File: config.mk
export PLATFORM = sky130hd
export DESIGN_NAME = register_file
export DESIGN_NICKNAME = d
export VERILOG_FILES = /design/src/rtl/register_file_pkg.sv /design/src/rtl/register_file_reg_bank.sv /design/src/rtl/register_file.sv
export SDC_FILE = /design/constraint.sdc
export NUM_CORES = 2
export LEC_CHECK = 0
export BUFFER_PORTS_ARGS = -buffer_cell sky130_fd_sc_hd__clkbuf_2
export CAP_MARGIN = 20
export CORE_AREA = 10 10 393 586
export CTS_CLUSTER_DIAMETER = 30
export DETAILED_ROUTE_END_ITERATION = 6
export DIE_AREA = 0 0 403 596
export MAX_ROUTING_LAYER = met4
export PLACE_DENSITY = 0.68
export SLEW_MARGIN = 20
export SYNTH_ARGS = -nofsm -noshare
export SYNTH_HDL_FRONTEND = slang
export SYNTH_SLANG_ARGS = --single-unit
File: constraint.sdc
create_clock -name clk -period 3.25 [get_ports clk]
set_input_delay 0.325 -clock clk [delete_from_list [all_inputs] [get_ports clk]]
set_output_delay 0.325 -clock clk [all_outputs]
set_load 0.01 [all_outputs]
File: src/rtl/register_file_pkg.sv
// Shared definitions for the dual-bank MIPS register file: default widths,
// register count, the hardwired zero register and the bank-select encoding.
package register_file_pkg;

    localparam int DEFAULT_DATA_WIDTH = 32;
    localparam int DEFAULT_ADDR_WIDTH = 5;
    localparam int NUM_REGS           = 32;
    localparam logic [4:0] ZERO_REG   = 5'd0;

    typedef enum logic {
        BANK_INT   = 1'b0,
        BANK_FLOAT = 1'b1
    } bank_e;

    localparam int NUM_BANKS = 2;

    // A bank accepts a write only when the shared enable is up and it is the selected bank.
    function automatic logic bankWriteEn(input logic regWrite, input logic floatSel,
                                         input bank_e bank);
        return regWrite && (bank_e'(floatSel) == bank);
    endfunction

endpackage

File: src/rtl/register_file_reg_bank.sv
// One register bank: 2^ADDR_WIDTH words, synchronous clear, one write port,
// two combinational read ports; register 0 is hardwired to zero.
module reg_bank
    import register_file_pkg::*;
#(
    parameter int DATA_WIDTH = DEFAULT_DATA_WIDTH,
    parameter int ADDR_WIDTH = DEFAULT_ADDR_WIDTH
) (
    input  logic                  clk,
    input  logic                  reset,
    input  logic                  writeEn,
    input  logic [ADDR_WIDTH-1:0] writeAddr,
    input  logic [DATA_WIDTH-1:0] writeData,
    input  logic [ADDR_WIDTH-1:0] readAddr1,
    input  logic [ADDR_WIDTH-1:0] readAddr2,
    output logic [DATA_WIDTH-1:0] readData1,
    output logic [DATA_WIDTH-1:0] readData2
);

    localparam int DEPTH = 2 ** ADDR_WIDTH;
    localparam logic [ADDR_WIDTH-1:0] ZERO_ADDR = ADDR_WIDTH'(ZERO_REG);

    logic [DATA_WIDTH-1:0] regs [DEPTH];
    logic                  writeOk;

    assign writeOk = writeEn && (writeAddr != ZERO_ADDR);

    // Reset wins over a write on the same edge.
    always_ff @(posedge clk) begin
        if (reset) begin
            for (int i = 0; i < DEPTH; i++) regs[i] <= '0;
        end else if (writeOk) begin
            regs[writeAddr] <= writeData;
        end
    end

    // The zero register is forced on read as well, so it never depends on storage contents.
    assign readData1 = (readAddr1 == ZERO_ADDR) ? '0 : regs[readAddr1];
    assign readData2 = (readAddr2 == ZERO_ADDR) ? '0 : regs[readAddr2];

endmodule

File: src/rtl/register_file.sv
// Dual-bank (integer / floating-point) MIPS register file; the float bit
// selects the bank for both reads and the write.
module register_file
    import register_file_pkg::*;
#(
    parameter int DATA_WIDTH = DEFAULT_DATA_WIDTH,
    parameter int ADDR_WIDTH = DEFAULT_ADDR_WIDTH
) (
    input  logic                  clk,
    input  logic                  reset,
    input  logic [ADDR_WIDTH-1:0] readReg1,
    input  logic [ADDR_WIDTH-1:0] readReg2,
    input  logic [ADDR_WIDTH-1:0] writeReg,
    input  logic [DATA_WIDTH-1:0] writeData,
    input  logic                  regWrite,
    input  logic                  float,
    output logic [DATA_WIDTH-1:0] dataOut1,
    output logic [DATA_WIDTH-1:0] dataOut2
);

    logic [NUM_BANKS-1:0][DATA_WIDTH-1:0] bankRd1;
    logic [NUM_BANKS-1:0][DATA_WIDTH-1:0] bankRd2;
    logic [NUM_BANKS-1:0]                 bankWe;

    for (genvar b = 0; b < NUM_BANKS; b++) begin : gBank
        localparam bank_e BANK = bank_e'(b);

        assign bankWe[b] = bankWriteEn(regWrite, float, BANK);

        reg_bank #(
            .DATA_WIDTH (DATA_WIDTH),
            .ADDR_WIDTH (ADDR_WIDTH)
        ) uBank (
            .clk       (clk),
            .reset     (reset),
            .writeEn   (bankWe[b]),
            .writeAddr (writeReg),
            .writeData (writeData),
            .readAddr1 (readReg1),
            .readAddr2 (readReg2),
            .readData1 (bankRd1[b]),
            .readData2 (bankRd2[b])
        );
    end

    // Output mux follows float combinationally, so a bank switch is visible at once.
    assign dataOut1 = bankRd1[float];
    assign dataOut2 = bankRd2[float];

endmodule

After elaboration in Yosys (flattened, before gate mapping)
Memories as Yosys holds them, arrays and structs flattened.
Index checks and enable logic that the tools add are counted.

word-level totals
  register bits after elaboration = 0
  memory bits (writable) = 2048
  bits of input ports = 51
  output and inout bits = 64
  memories = 2

cells by class
  magnitude comparators = 1
  mux-type cells = 22
  bitwise gates (word level) = 1
  reductions and logical operators = 9

memories
  memory               words  bits a word  rd ports  clocked after Yosys merged registers in  write ports  RTL line                      text
  gBank[0].uBank.regs  32     32           2         0                                        32           register_file_reg_bank.sv:23  logic [DATA_WIDTH-1:0] regs [DEPTH];
  gBank[1].uBank.regs  32     32           2         0                                        32           register_file_reg_bank.sv:23

operator list
  cell                                                                  count
  32-bit 2-to-1 mux                                                     10
  32-bit OR reduction                                                   2
  5-bit logical NOT                                                     2
  1-bit 2-to-1 mux                                                      10
  5-bit 2-to-1 mux                                                      2
  5-bit nonzero test                                                    1
  1-bit logical AND                                                     4
  1-bit by 2-bit < comparator with 1-bit output, second input constant  1
  1-bit inverter                                                        1

Longest topological paths before layout
  word-level depth = 8
  gate-level depth with buffers = 11
  depth with buffers taken out = 6

By module
Synthesis repeated with hierarchy kept, for this count alone.

unflattened totals
  cell total of the unflattened synthesis = 7077
  area, all modules = 109406.2 µm²

modules (own cells, without submodules)
  module         instances  cells an instance  area each (µm²)  seq. area each (µm²)
  reg_bank       2          3502               54232.0          30749.5
  register_file  1          73                 942.2            0.0

Worst setup path after synthesis
OpenSTA, ideal clock, no wires.

  path kind = input-to-output
  from = in readReg2[0]
  to = out dataOut2[8]
  arrival = 2214 ps
  required time = 2925 ps
  slack = 711 ps
  stages = 7
  cells stage by stage = buf_6 > buf_2 > buf_2 > mux4_2 > mux4_2 > a22oi_1 > nand2_1

between the ends
  longest elaborated chain between the ends = 4
  elaborated cells on any way between the ends = 7
  those cells by class = 4 x mux; 1 x reduce/logical; 2 x memory

ends and longest elaborated chain
  item                                                          RTL line                      text
  from (decl)                                                   register_file.sv:12           input logic [ADDR_WIDTH-1:0] readReg2,
  memory read 32 x 32 bit or 5-bit logical NOT (tied branches)  n/a
  32-bit 2-to-1 mux                                             register_file_reg_bank.sv:39  assign readData2 = (readAddr2 == ZERO_ADDR) ? '0 : regs[readAddr2];
  32-bit 2-to-1 mux (implied by the code) * (2 in a row)        register_file.sv:48           assign dataOut2 = bankRd2[float];
  to (decl)                                                     register_file.sv:18           output logic [DATA_WIDTH-1:0] dataOut2

Mark *: on every way between the ends. The rest lies on a longest branch, timed or not. The select of a mux whose other input is x is not followed.

==> results.json <==
{
  "cp_slowest_cell": "mux4_2",
  "path_max_fanout": 2,
  "grt.total_usage": 0.366,
  "grt_pass1_wl_um": 592000,
  "num_rows": 211,
  "maxSlewViolCount": 0,
  "total_power_mw": 78.5,
  "status": "finished, violations left",
  "fin_area_mm2": 0.132,
  "multiInputGateArea_mm2": 0.0464,
  "critPathKind": "flip-flop to output pin",
  "die_y_um": 596,
  "rsz0062_at_grt": "true",
  "area_growth_pct": 20.8,
  "drive_above_1_share": 0.379,
  "antenna_found_initial": 40,
  "pre_cts_ws_ns": -0.590,
  "setup_ws_ns": -0.286,
  "synth-seq-cells": 2048,
  "dieArea_mm2": 0.240,
  "tightest_slew_ns": 1.12,
  "num_vias": 73200,
  "cts_htree_levels": 5,
  "start_util": 0.498,
  "place_area_mm2": 0.119,
  "viasPerCell": 6.84,
  "p_per_area_mw_per_mm2": 594,
  "clkSlewWorstSetupHoldPaths_ns": 0.05,
  "synth_edf_count": 2048,
  "hold_class": "input port to flip-flop",
  "initialDrtViolationCount": 11000,
  "core_area_mm2": 0.220,
  "seqCellArea_mm2": 0.0615,
  "first_pass_iters": 7,
  "max-slew-margin-rel": 0.253,
  "grt_pass1_vias": 74400,
  "max_stage_delay_ns": 0.49,
  "max_cap_viol_count": 0,
  "place.gp.congestion": 1.05,
  "netlist_area_mm2": 0.109,
  "clock_path_buffers": 4,
  "grt_max_degree": 111,
  "ys_seq_area_frac": 0.562,
  "largest_register_ffs": 2048,
  "hold_end": "gBank[1].uBank.regs[0][3]",
  "hold_buffers": 0,
  "leakage_nw": 46.7,
  "routedWlPerCell_um": 40.4,
  "ir_drop_v": 0.000406,
  "fin_crit_sh": 1.09,
  "fmax_mhz": 283,
  "io_pins": 115,
  "hpwl_um": 278000,
  "nFillCells": 16100,
  "cp-end-kind": "output pin",
  "finalNetCount": 7572,
  "regMostFlops": "gBank.uBank.regs",
  "largestRegisters": "gBank.uBank.regs x2048",
  "synth_ff_type": "edfxtp_1",
  "postSynth.asyncResetShare": 0,
  "hold_viol_final": 0,
  "setup_viol": 45,
  "remaining_drc_errors": 2,
  "cts_buffers": 345,
  "wl_um": 433000,
  "startpoint_type": "flip-flop",
  "whs_path_depth": 2,
  "synth_cells": 6938,
  "violations": "DRC, setup timing",
  "fin_tns_setup_ns": -4.40,
  "syn_area_per_cell_um2": 15.8,
  "min_from": "reset",
  "grt_overflow": 0,
  "io_buffers": 114,
  "yosys.cell_types.count": 60,
  "ant_nets": 0,
  "cts_root_buf": "clkbuf_16",
  "min_period_ns": 3.54,
  "cp.arrival_ns": 3.21,
  "die_w_um": 403,
  "cp.required_ns": 2.92,
  "cts_tree": "yes",
  "fin_cells": 10700,
  "ys_warn_count": 0,
  "crit_chain": "mux4_2 > mux2i_2 > o21ai_2 > o211ai_1 > buf_4 > o22ai_2 > o31a_1 > clkbuf_2",
  "place_inst": 10000,
  "cts.sinks": 2048
}
==> how the worst max path moves through the flow <==
stage / startpoint / endpoint / cells after the start
2_1_floorplan: readReg2[0] / dataOut2[8] / 7
3_3_place_gp: readReg2[0] / dataOut2[5] / 12
3_5_place_dp: readReg2[0] / dataOut2[29] / 9
4_1_cts: gBank[1].uBank.regs[4][25] / dataOut2[25] / 8
5_1_grt: gBank[1].uBank.regs[24][28] / dataOut2[28] / 5
6_report: gBank[1].uBank.regs[4][25] / dataOut2[25] / 8
==> Yosys cell counts (10+ instances only) <==
cell type,number,area (µm²)
mux2_2,50,563
or2_2,65,407
nand2_1,68,255
a21oi_1,92,460
buf_2,115,576
a221oi_1,15,131
o211ai_1,12,90.1
buf_6,12,135
mux4_2,1098,24700
buf_1,33,124
o221ai_1,14,123
mux2i_1,219,2190
a22oi_1,66,495
nand3_1,22,110
and2_1,2001,12500
clkbuf_1,499,1870
nor2b_1,42,263
o21ai_0,50,250
buf_4,78,586
a211oi_1,55,413
edfxtp_1,2048,61500
nand2b_1,10,62.6
o22ai_1,45,282
nor2_1,107,402
o21ai_1,22,110
nor3_1,20,100
==> cells by family (layout without fill, tap and decap cells) <==
logic type / count (synthesis) / count (layout) / synth area share
other: 1 / 93 / 0.0000343
buffers and inverters: 743 / 1544 / 0.0303
and+or+nand+nor: 2357 / 2357 / 0.131
AOI/OAI and AO/OA: 422 / 422 / 0.0254
DFF: 2048 / 2048 / 0.562
muxes: 1367 / 1367 / 0.251
==> routing by layer <==
metal | vias up | wire, µm | global-route usage
met5 | - | 0 | -
met4 | 0 | 46400 | 0.308
met3 | 1517 | 53500 | 0.0975
met2 | 5758 | 198000 | 0.546
met1 | 37800 | 135000 | 0.409
li1 | 28100 | - | -
==> area by class of cell <==
type	count	area share
Inverter	6	0.000189
Clock inverter	252	0.0209
Sequential cell	2048	0.466
Timing Repair Buffer	910	0.0662
Tap cell	2875	0.0272
Multi-Input combinational cell	4210	0.351
Clock buffer	376	0.0678
Antenna cell	29	0.000549
==> cells in the final DEF (no fill, tap or decap), types with 48 or more instances in the layout <==
master,n
edfxtp_1,2048
conb_1,64
mux2i_1,212
clkinv_2,48
a21oi_1,66
and2_1,1996
or2_2,65
buf_12,143
nand2_1,55
mux2_2,48
clkbuf_2,73
clkbuf_16,355
mux4_2,1098
buf_4,621
==> stage by stage <==
step,hold slack [ns],util
global route,0.0832,0.601
floorplan,0.523,-
detailed placement,0.985,0.540
finish,0.0648,0.601
global placement,0.984,0.540
CTS,0.0520,0.598
==> worst max-delay path: cells and delay by family (launching register included) <==
kind | cells | cell delay [ns]
buffers and inverters | 2 | 0.43
DFF | 1 | 0.42
muxes | 2 | 0.69
AOI/OAI and AO/OA | 4 | 0.79
==> timing repair <==
action                     in CTS  in global routing
gates cloned                    0                  0
pin swaps                      63                 48
setup endpoints to repair      56                 58
gates resized for setup       228                125
setup buffers                  19                 11
==> power by group <==
part	leakage (nW)	switching, mW	internal [mW]
clock	5.68	13.9	23.3
sequential	19.5	0.749	30.5
combinational	21.5	5.95	4.20
total	46.7	20.6	58.0
(Power assumes the default switching activity.)
